==> src/rtl/acc_cpu_core.sv <==
// Accumulator CPU core: internal program memory, datapath and fetch/decode/execute FSM.
// Optional build macro STEP_MODE_EN gates FETCH/DECODE/EXEC progress on i_step.
module acc_cpu_core #(
    parameter int DATA_W = 8,
    parameter int ADDR_W = 5
) (
    input  logic              i_clock,
    input  logic              i_reset,
    input  logic              i_start,
    input  logic              i_step,
    input  logic              i_prog_we,
    input  logic [ADDR_W-1:0] i_prog_addr,
    input  logic [DATA_W-1:0] i_prog_data,
    input  logic [DATA_W-1:0] i_in_data,
    input  logic              i_in_valid,
    output logic              o_in_ready,
    output logic [DATA_W-1:0] o_out_data,
    output logic              o_aeq0,
    output logic              o_apos,
    output logic [2:0]        o_ir,
    output logic [ADDR_W-1:0] o_pc,
    output logic              o_busy,
    output logic              o_halted
);
    // state   | meaning
    // IDLE    | after reset, waiting for start
    // FETCH   | latch opcode/address from M[pc], advance pc
    // DECODE  | route to EXEC, WAIT_IN or HALT
    // EXEC    | perform LOAD/STORE/ADD/SUB/JZ/JPOS
    // WAIT_IN | wait for in_valid, capture in_data into A
    // HALT    | stopped, A kept; start restarts from pc 0
    localparam int OPC_LSB = DATA_W - 3;

    localparam logic [2:0] OP_LOAD  = 3'b000;
    localparam logic [2:0] OP_STORE = 3'b001;
    localparam logic [2:0] OP_ADD   = 3'b010;
    localparam logic [2:0] OP_SUB   = 3'b011;
    localparam logic [2:0] OP_IN    = 3'b100;
    localparam logic [2:0] OP_JZ    = 3'b101;
    localparam logic [2:0] OP_JPOS  = 3'b110;
    localparam logic [2:0] OP_HALT  = 3'b111;

    typedef enum logic [2:0] {
        S_IDLE, S_FETCH, S_DECODE, S_EXEC, S_WAIT_IN, S_HALT
    } state_t;

    state_t              r_state;
    state_t              w_next;
    logic [DATA_W-1:0]   r_mem [2**ADDR_W];
    logic [DATA_W-1:0]   r_a;
    logic [ADDR_W-1:0]   r_pc;
    logic [ADDR_W-1:0]   r_addr;
    logic [2:0]          r_ir;
    logic [DATA_W-1:0]   w_word;
    logic [DATA_W-1:0]   w_operand;
    logic                w_adv;
    logic                w_aeq0;
    logic                w_apos;
    logic                w_prog_wr;
    logic                w_store_wr;

`ifdef STEP_MODE_EN
    assign w_adv = i_step;
`else
    // Free-running: i_step has no influence on progress.
    assign w_adv = i_step | 1'b1;
`endif

    assign w_word    = r_mem[r_pc];
    assign w_operand = r_mem[r_addr];
    assign w_aeq0    = (r_a == '0);
    assign w_apos    = !r_a[DATA_W-1] && !w_aeq0;

    always_ff @(posedge i_clock) begin
        if (i_reset) r_state <= S_IDLE;
        else         r_state <= w_next;
    end

    always_comb begin
        w_next     = r_state;
        w_prog_wr  = 1'b0;
        w_store_wr = 1'b0;
        case (r_state)
            S_IDLE: begin
                w_prog_wr = i_prog_we;
                if (i_start) w_next = S_FETCH;
            end
            S_FETCH:  if (w_adv) w_next = S_DECODE;
            S_DECODE: begin
                if (w_adv) begin
                    if (r_ir == OP_IN)        w_next = S_WAIT_IN;
                    else if (r_ir == OP_HALT) w_next = S_HALT;
                    else                      w_next = S_EXEC;
                end
            end
            S_EXEC: begin
                if (w_adv) begin
                    w_next     = S_FETCH;
                    w_store_wr = (r_ir == OP_STORE);
                end
            end
            S_WAIT_IN: if (i_in_valid) w_next = S_FETCH;
            S_HALT: begin
                w_prog_wr = i_prog_we;
                if (i_start) w_next = S_FETCH;
            end
            default: w_next = S_IDLE;
        endcase
    end

    always_ff @(posedge i_clock) begin
        if (i_reset) begin
            r_a    <= '0;
            r_pc   <= '0;
            r_addr <= '0;
            r_ir   <= '0;
        end else begin
            case (r_state)
                S_IDLE, S_HALT: if (i_start) r_pc <= '0;
                S_FETCH: begin
                    if (w_adv) begin
                        r_ir   <= w_word[OPC_LSB +: 3];
                        r_addr <= w_word[ADDR_W-1:0];
                        r_pc   <= r_pc + 1'b1;
                    end
                end
                S_EXEC: begin
                    if (w_adv) begin
                        case (r_ir)
                            OP_LOAD: r_a <= w_operand;
                            OP_ADD:  r_a <= r_a + w_operand;
                            OP_SUB:  r_a <= r_a - w_operand;
                            OP_JZ:   if (w_aeq0) r_pc <= r_addr;
                            OP_JPOS: if (w_apos) r_pc <= r_addr;
                            default: ;
                        endcase
                    end
                end
                S_WAIT_IN: if (i_in_valid) r_a <= i_in_data;
                default: ;
            endcase
        end
    end

    // Memory has no reset; reset only blocks writes so an aborted STORE leaves it intact.
    always_ff @(posedge i_clock) begin
        if (!i_reset) begin
            if (w_prog_wr)       r_mem[i_prog_addr] <= i_prog_data;
            else if (w_store_wr) r_mem[r_addr]      <= r_a;
        end
    end

    assign o_in_ready = (r_state == S_WAIT_IN);
    assign o_out_data = r_a;
    assign o_aeq0     = w_aeq0;
    assign o_apos     = w_apos;
    assign o_ir       = r_ir;
    assign o_pc       = r_pc;
    assign o_busy     = (r_state != S_IDLE) && (r_state != S_HALT);
    assign o_halted   = (r_state == S_HALT);
endmodule

==> config.mk <==
export PLATFORM = sky130hd
export DESIGN_NAME = acc_cpu_core
export DESIGN_NICKNAME = d
export VERILOG_FILES = /design/src/rtl/acc_cpu_core.sv
export SDC_FILE = /design/constraint.sdc
export NUM_CORES = 1
export LEC_CHECK = 0
export ABC_CLOCK_PERIOD_IN_PS = 3900
export CORE_ASPECT_RATIO = 1.1
export CORE_MARGIN = 10
export CORE_UTILIZATION = 43
export CTS_BUF_LIST = sky130_fd_sc_hd__clkbuf_8
export DETAILED_ROUTE_END_ITERATION = 8
export GPL_TIMING_DRIVEN = 0
export HOLD_SLACK_MARGIN = 0.15
export PLACE_DENSITY_LB_ADDON = 0.1
export SYNTH_ARGS = -nofsm -noshare
export SYNTH_HDL_FRONTEND = slang
export SYNTH_SLANG_ARGS = --single-unit
==> constraint.sdc <==
create_clock -name i_clock -period 3.9 [get_ports i_clock]
set_clock_uncertainty 0.05 [all_clocks]
set_input_delay 0.39 -clock i_clock [delete_from_list [all_inputs] [get_ports i_clock]]
set_output_delay 0.39 -clock i_clock [all_outputs]
set_load 0.03 [all_outputs]
==> results.py <==
metrics = {
    "worst_setup_path": {
        "cp-start-kind": "flip-flop",
        "path_max_fanout": 8,
        "worstRegToRegCells": 20,
        "critPathArrivalTime_ns": 4.73,
        "cp.required_ns": 4.34,
        "critPathCaptureType": "flip-flop",
        "crit_type": "reg2reg",
    },
    "layout": {
        "multiInputGateArea_um2": 6090,
        "drive_gt1_share_pct": 33.4,
        "fin_util_pct": 52.3,
        "areaGrowthSynthToFinish_pct": 20.1,
        "diodes": 0,
        "seqCellArea_um2": 8170,
        "final_common_cell": "edfxtp_1",
        "nNetsFinal": 1039,
        "design_area_um2": 16900,
        "final_cells": 1464,
        "nFillCells": 2732,
        "layout_common_cells": "edfxtp_1 (256), mux4_2 (129), nor2_1 (57)",
    },
    "synth": {
        "synth_top_area_share_pct": 54.7,
        "ys_top_cells_by_area": "edfxtp_1 (55%), mux4_2 (20%), dfxtp_1 (3.4%), mux2i_1 (2.8%), nor2_1 (2.1%)",
        "ys_ff_latch": 280,
        "ys.flop_type": "edfxtp_1",
        "synth_area_um2": 14100,
        "postSynthCellCount": 875,
        "synth.net_count": 912,
        "async_flop_share_pct": 0,
        "synth-seq-area-share_pct": 58.1,
        "synth.avg_cell_area_um2": 16.1,
        "ys_types": 70,
        "yosys.area.top_type": "edfxtp_1",
        "yosysWarnings": 0,
        "synth_edf_count": 256,
    },
    "drt": {
        "routed-wl-met3_mm": 5.22,
        "wl_met1_mm": 19.4,
        "ant_nets": 0,
        "met2_wirelength_mm": 22.3,
        "routedWlPerCell_um": 33.3,
        "vias_per_cell": 6.56,
        "wl_mm": 48.8,
        "vias": 9607,
        "highest_layer": "met4",
        "drt_iter0_drc": 1326,
        "drc": 0,
        "dr.pass1.iters": 7,
    },
    "floorplan": {
        "rows": 69,
        "start_util_pct": 43.5,
        "dieHeight_um": 210,
        "core_area_um2": 32300,
        "pin_count": 48,
        "fp.dieArea_um2": 40300,
        "die_w_um": 192,
    },
    "sta": {
        "relSlewSlack_pct": 7.91,
        "finalSetupViolCount": 4,
        "fmax_mhz": 233,
        "fin_crit_sh_pct": 110,
        "worst_slack_ns": -0.388,
        "fin_crit_ns": 4.29,
        "tightest_slew_ns": 1.38,
        "rsz0062_at_grt": "true",
        "slew_viol_final": 0,
        "hold_violations": 0,
    },
    "clocking": {
        "hold_buffers": 0,
        "cts_tree": "done",
        "htreeDepth": 2,
        "clock-sinks": 280,
        "clk_pin_slew_ns": 0.07,
        "cts_root_buf": "clkbuf_8",
        "clk_latency_ns": 0.60,
        "cts_max_path_buffers": 3,
        "cts_buffers": 47,
    },
    "placement": {
        "placed_area_um2": 15100,
        "pre_cts_ws_ns": -1.63,
        "portBuffers": 46,
        "gp_congestion": 0.942,
        "dp.cells": 1347,
        "dp_hpwl_mm": 31.8,
    },
    "global_route": {
        "grt_pass1_wl_mm": 68.8,
        "antenna_found_initial": 0,
        "grt_overflow_total": 0,
        "grt_pass1_vias": 9445,
        "grt_max_degree": 33,
        "grt_use_total_pct": 24.1,
    },
    "power_and_ir_drop": {
        "power.density_nw_per_um2": 525,
        "leakage_uw": 0.00522,
        "vdd_drop_max_mv": 0.192,
    },
    "outcome": {
        "violations": "setup timing",
        "outcome": "finished with violations",
    },
    "run": {
        "max_cap_viol_count": 0,
    },
    "hold_path": {
        "hp-class": "in2reg",
        "worstHoldPathCells": 4,
    },
}
==> path summary, 6_finish.rpt <==
kind	slack, ns	endpoint	start
hold reg to reg	0.49	o_out_data[6]	o_out_data[6]
hold / removal	0.47	o_out_data[6]	i_in_data[6]
setup / recovery	-0.39	o_out_data[7]	r_addr[1]
setup reg to reg	-0.39	o_out_data[7]	r_addr[1]
==> registers in the layout, summed over array words and instances (netlist names) <==
| name | cells |
|---|---|
| o_ir | 3 |
| o_out_data | 8 |
| o_pc | 5 |
| r_addr | 5 |
| r_mem | 256 |
| r_state | 3 |
==> report_power, final <==
part / total (uW) / switching (uW) / leakage, uW / internal (uW)
logic: 2960 / 1650 / 0.00224 / 1320
clock network: 2530 / 1230 / 0.000485 / 1300
registers: 3360 / 41.3 / 0.00250 / 3320
==> area by class of cell <==
type | instances | share of cell area (%)
tap | 426 | 3.16
clock buffer | 49 | 4.00
sequential | 280 | 48.4
inverter | 12 | 0.267
clock inverter | 36 | 1.18
multi-input combinational | 521 | 36.1
timing repair buffer | 79 | 4.40
buffer | 61 | 2.49
==> worst max-delay path, stage by stage (launching register included) <==
cell      delay, ns
dfxtp_2        0.33
buf_12         0.15
buf_12         0.14
buf_4          0.14
and2_2         0.28
a221oi_2       0.44
a221oi_2       0.12
nor2_2         0.22
inv_2          0.12
ha_4           0.19
a21oi_2        0.14
xnor2_1        0.08
ha_1           0.35
and3_4         0.20
a21oi_4        0.12
nand3_2        0.13
a21o_1         0.24
and3_4         0.19
a221o_1        0.35
o21ai_1        0.13
nand3b_1       0.07
==> repair_timing <==
item | in CTS | in global routing
pin swaps | 32 | 23
resized for setup | 103 | 48
gates cloned | 0 | 1
setup endpoints to repair | 7 | 239
buffers inserted | 29 | 6
==> kinds of logic after synthesis <==
kind of cell	Yosys count	synth area share, %
DFF	280	58.1
and+or+nand+nor	204	7.14
muxes	176	24.5
AOI/OAI and AO/OA	120	6.17
buffers and inverters	75	2.49
xor gates and xnor gates	10	0.623
adders and majority gates	10	0.944
==> Yosys cell counts (10+ instances only) <==
master / number
nor3_1: 10
mux4_2: 127
a221oi_1: 15
dfxtp_1: 24
nor2b_1: 14
clkbuf_1: 37
inv_1: 11
a21oi_1: 20
edfxtp_1: 256
buf_2: 13
mux2i_1: 39
nor2_1: 77
o22ai_1: 11
a211oi_1: 15
nand2_1: 44
==> per-stage QoR <==
stage          hold WS (ns)  TNS (ns)  total power (uW)
6_report              0.469     -1.02              8860
5_1_grt               0.492     -1.50              9160
3_3_place_gp          0.472    -70.90              5690
4_1_cts               0.457    -0.642              8660
2_1_floorplan         0.449   -0.0316              4940
3_5_place_dp          0.478     -6.76              5700
==> routing by layer <==
layer	track usage [%]	up-vias
met3	6.63	120
met4	8.94	0
met1	32.6	4992
met5	0	-
li1	-	3885
met2	36.3	610
Power figures use the tool's default switching activity.
